==> config.mk <==
export PLATFORM = sky130hd
export DESIGN_NAME = crc32_byte_upd
export DESIGN_NICKNAME = d
export VERILOG_FILES = /design/src/rtl/crc32_pkg.sv /design/src/rtl/crc32_byte_upd.sv
export SDC_FILE = /design/constraint.sdc
export NUM_CORES = 1
export LEC_CHECK = 0
export BUFFER_PORTS_ARGS = -buffer_cell sky130_fd_sc_hd__buf_2
export CAP_MARGIN = 20
export CORE_MARGIN = 2
export CORE_UTILIZATION = 38
export DETAILED_ROUTE_END_ITERATION = 12
export GPL_TIMING_DRIVEN = 0
export PLACE_DENSITY = 0.79
export SYNTH_ARGS = -nofsm -noshare
export SYNTH_HDL_FRONTEND = slang
export SYNTH_SLANG_ARGS = --single-unit
==> constraint.sdc <==
create_clock -name vclk -period 2.1
set_clock_uncertainty 0.05 [all_clocks]
set_input_delay 0.42 -clock vclk [all_inputs]
set_output_delay 0.42 -clock vclk [all_outputs]
set_load 0.005 [all_outputs]
==> src/rtl/crc32_pkg.sv <==
// crc32_pkg: shared constants and FSM state type for the PNG CRC-32
// (ISO-HDLC) generator/checker pair.
package crc32_pkg;

  localparam logic [31:0] CRC32_POLY_RVS = 32'hEDB8_8320;
  localparam logic [31:0] CRC32_INIT     = 32'hFFFF_FFFF;
  localparam logic [31:0] CRC32_XOROUT   = 32'hFFFF_FFFF;

  typedef enum logic [2:0] {
    IDLE,
    ACTV,
    BYTE,
    WCRC,
    CMP
  } crc32_state_t;

endpackage

==> src/rtl/crc32_byte_upd.sv <==
// crc32_byte_upd: combinational reflected CRC-32 update by one byte.
// Ports:
//   cur  - current CRC register (pre-xorout)
//   data - byte to fold in, consumed LSB-first
//   nxt  - updated CRC register
module crc32_byte_upd
  import crc32_pkg::*;
(
  input  logic [31:0] cur,
  input  logic [7:0]  data,
  output logic [31:0] nxt
);

  logic [31:0] c;

  always_comb begin
    c = cur ^ {24'h0, data};
    for (int unsigned i = 0; i < 8; i++) begin
      c = c[0] ? ((c >> 1) ^ CRC32_POLY_RVS) : (c >> 1);
    end
    nxt = c;
  end

endmodule

==> results.toml <==
[detailed_routing]
firstDrtPassIters = 4
vias_per_cell = 4.67
drc_violation_count_after_routing = 0
avgRoutedWirePerCell_um = 19.5
route.vias.total = 961
ant_nets = 0
dr.first_iter.drc_count = 9
detail_route.wirelength_um = 4020

[timing]
min_period_over_period = 1.06
relSlewSlack = 0.719
post-route-min-period_ns = 2.23
number_of_max_slew_violations_in_the_final_report = 0
rsz0062_at_grt = "true"
achievable-frequency_mhz = 449
setup_viol = 10
worst-slew-pin-transition_ns = 0.419
post-route-worst-setup-slack_ns = -0.129
hold_viol_final = 0

[synth]
synth_compound_gate_area_share = 0
synthesis.area_per_instance_um2 = 13.8
yosys_warnings = 0
register_area_share_after_synthesis = 0
synthSimpleGateAreaFrac = 0
synth_top_cells_by_area = "sky130_fd_sc_hd__xnor2_1 28%, sky130_fd_sc_hd__xnor3_1 24%, sky130_fd_sc_hd__xor3_1 13%"
syn_inst = 67
netlist_area_um2 = 925
synth_top_area_cell = "sky130_fd_sc_hd__xnor2_1"
synthXorXnorAreaFrac = 0.996
syn-num-nets = 107
synth-adder-area-share = 0
synth.lib_cells_used.distinct = 10
main_combinational_cell_family_by_area_after_synthesis = "XOR/XNOR gates"
muxShareOfSynthArea = 0
synth_top_area_share = 0.284

[placed_design]
dp.final_hpwl_um = 1850
portBuffers = 72
place.detailed.instances = 167
detailed_place.area_um2 = 1340
gp_congestion = 0.649

[critical_path]
endpoint_kind = "output port"
timing.critical_path.fanout_max = 4
timing.critical_path.from_type = "primary input"
arrival_ns = 1.76
worst-setup-path-type = "in2out"
critical_path.startpoint = "data[1]"
cp_data_required_time_ns = 1.63

[power]
power.share.clock = 0
total_net_switching_power_mw = 0.514
power_per_cell_area_nw_per_um2 = 642
power.static_leakage_nw = 1.05
power_frac_seq = 0
maximum_vdd_drop_mv = 0.500
p_int_mw = 0.789
sw_frac_of_total = 0.394
combinationalPowerShare = 1.000

[status]
violations = "negative setup slack"
outcome = "finished, violations left"

[hold_path]
worst_hold_path.endpoint = "nxt[9]"
min_from = "cur[17]"
holdPathStages = 3
hp-class = "in2out"

[run]
max_cap_violations = 0

[global_routing]
grt_antenna_before_repair = 0
grt_start_max_net_pins = 6
first_global_vias = 976
global_route_wire_length_before_repair_um = 4440
global_route.usage.total = 0.217
overflow = 0

[finish]
final.clkbuf_count = 0
layout.cell_area.non_filler_um2 = 2030
nFlopsAndLatches = 0
multiInputGateArea_um2 = 1120
layout.area.seq_um2 = 0
commonest_cells_after_routing_fill_and_taps_aside = "55 x sky130_fd_sc_hd__buf_2, 28 x sky130_fd_sc_hd__buf_4, 24 x sky130_fd_sc_hd__xnor2_1, 17 x sky130_fd_sc_hd__buf_6, 10 x sky130_fd_sc_hd__xnor2_4"
finish.cell_count_without_fillers = 206
layout.nets = 220
drive_gt1_frac = 0.758
synthToLayoutAreaGrowth_pct = 119
fillerInstances = 88
num_antenna_cells = 0
final_common_cell = "sky130_fd_sc_hd__buf_2"

[floorplanning]
num_io_pins = 72
floorplan.initialDensity = 0.410
design.die.area_um2 = 2840
core_area_um2 = 2250
chipWidth_um = 53.3
fp.dieH_um = 53.3
floorplan.rows = 17
-- critical path: stages --
cell	delay [ns]
sky130_fd_sc_hd__buf_8	0.10
sky130_fd_sc_hd__xor2_4	0.26
sky130_fd_sc_hd__xnor3_2	0.55
sky130_fd_sc_hd__xnor3_1	0.28
sky130_fd_sc_hd__buf_2	0.14
-- layout make-up --
cell class                      instances  area share
Multi-Input combinational cell         66       0.553
Timing Repair Buffer                  111       0.428
Inverter                                1     0.00185
Tap cell                               28      0.0173
-- worst max path at each step --
stage,endpoint,depth (start not counted),slack [ns]
2_1_floorplan,nxt[24],3,0.01
3_3_place_gp,nxt[24],5,-0.34
3_5_place_dp,nxt[24],5,-0.37
4_1_cts,nxt[21],5,-0.05
5_1_grt,nxt[26],5,-0.15
6_report,nxt[26],5,-0.13
-- logic make-up (layout without fill, tap and decap cells) --
kind of cell / count (synthesis) / in the layout
xor gates and xnor gates: 66 / 66
buffers and inverters: 1 / 112
-- power groups by stage --
stage / Sequential (mW) / Clock, mW / Combinational, mW
global route: 0 / 0 / 1.37
floorplan: 0 / 0 / 0.585
detailed placement: 0 / 0 / 0.917
global placement: 0 / 0 / 0.896
CTS: 0 / 0 / 1.10
finish: 0 / 0 / 1.30
-- per-layer routing --
metal / vias to the layer above / share of wire / track usage
met1: 447 / 0.32 / 0.218
met2: 59 / 0.58 / 0.447
li1: 439 / - / -
met5: - / 0 / 0
met4: 0 / 0.049 / 0.0684
met3: 16 / 0.050 / 0.0254
-- cell usage after synthesis --
cell type and number:
sky130_fd_sc_hd__xnor3_1 10, sky130_fd_sc_hd__xor2_2 2, sky130_fd_sc_hd__xnor2_1 30, sky130_fd_sc_hd__xnor3_2 1, sky130_fd_sc_hd__inv_1 1, sky130_fd_sc_hd__xnor2_4 2, sky130_fd_sc_hd__xor2_1 9, sky130_fd_sc_hd__xnor3_4 1
sky130_fd_sc_hd__xnor2_2 6, sky130_fd_sc_hd__xor3_1 5
-- through the flow --
stage	setup TNS [ns]	hold WS, ns	power, mW	worst slack, ns	utilization
6_report	-0.509	1.06	1.30	-0.129	0.900
2_1_floorplan	0	0.850	0.585	0.0102	-
4_1_cts	-0.130	1.05	1.10	-0.0465	0.789
5_1_grt	-0.957	1.07	1.37	-0.146	0.900
3_5_place_dp	-4.41	1.05	0.917	-0.372	0.595
3_3_place_gp	-3.52	1.04	0.896	-0.336	0.595
-- timing repair --
action                                 4_1_cts  5_1_grt
hold buffers                                 0        0
setup endpoints to repair                   20       17
resized for setup                           29       36
setup buffers                               25       14
pin swaps                                   19       22
endpoints found under the hold margin        0        0
Power figures use the tool's default switching activity.
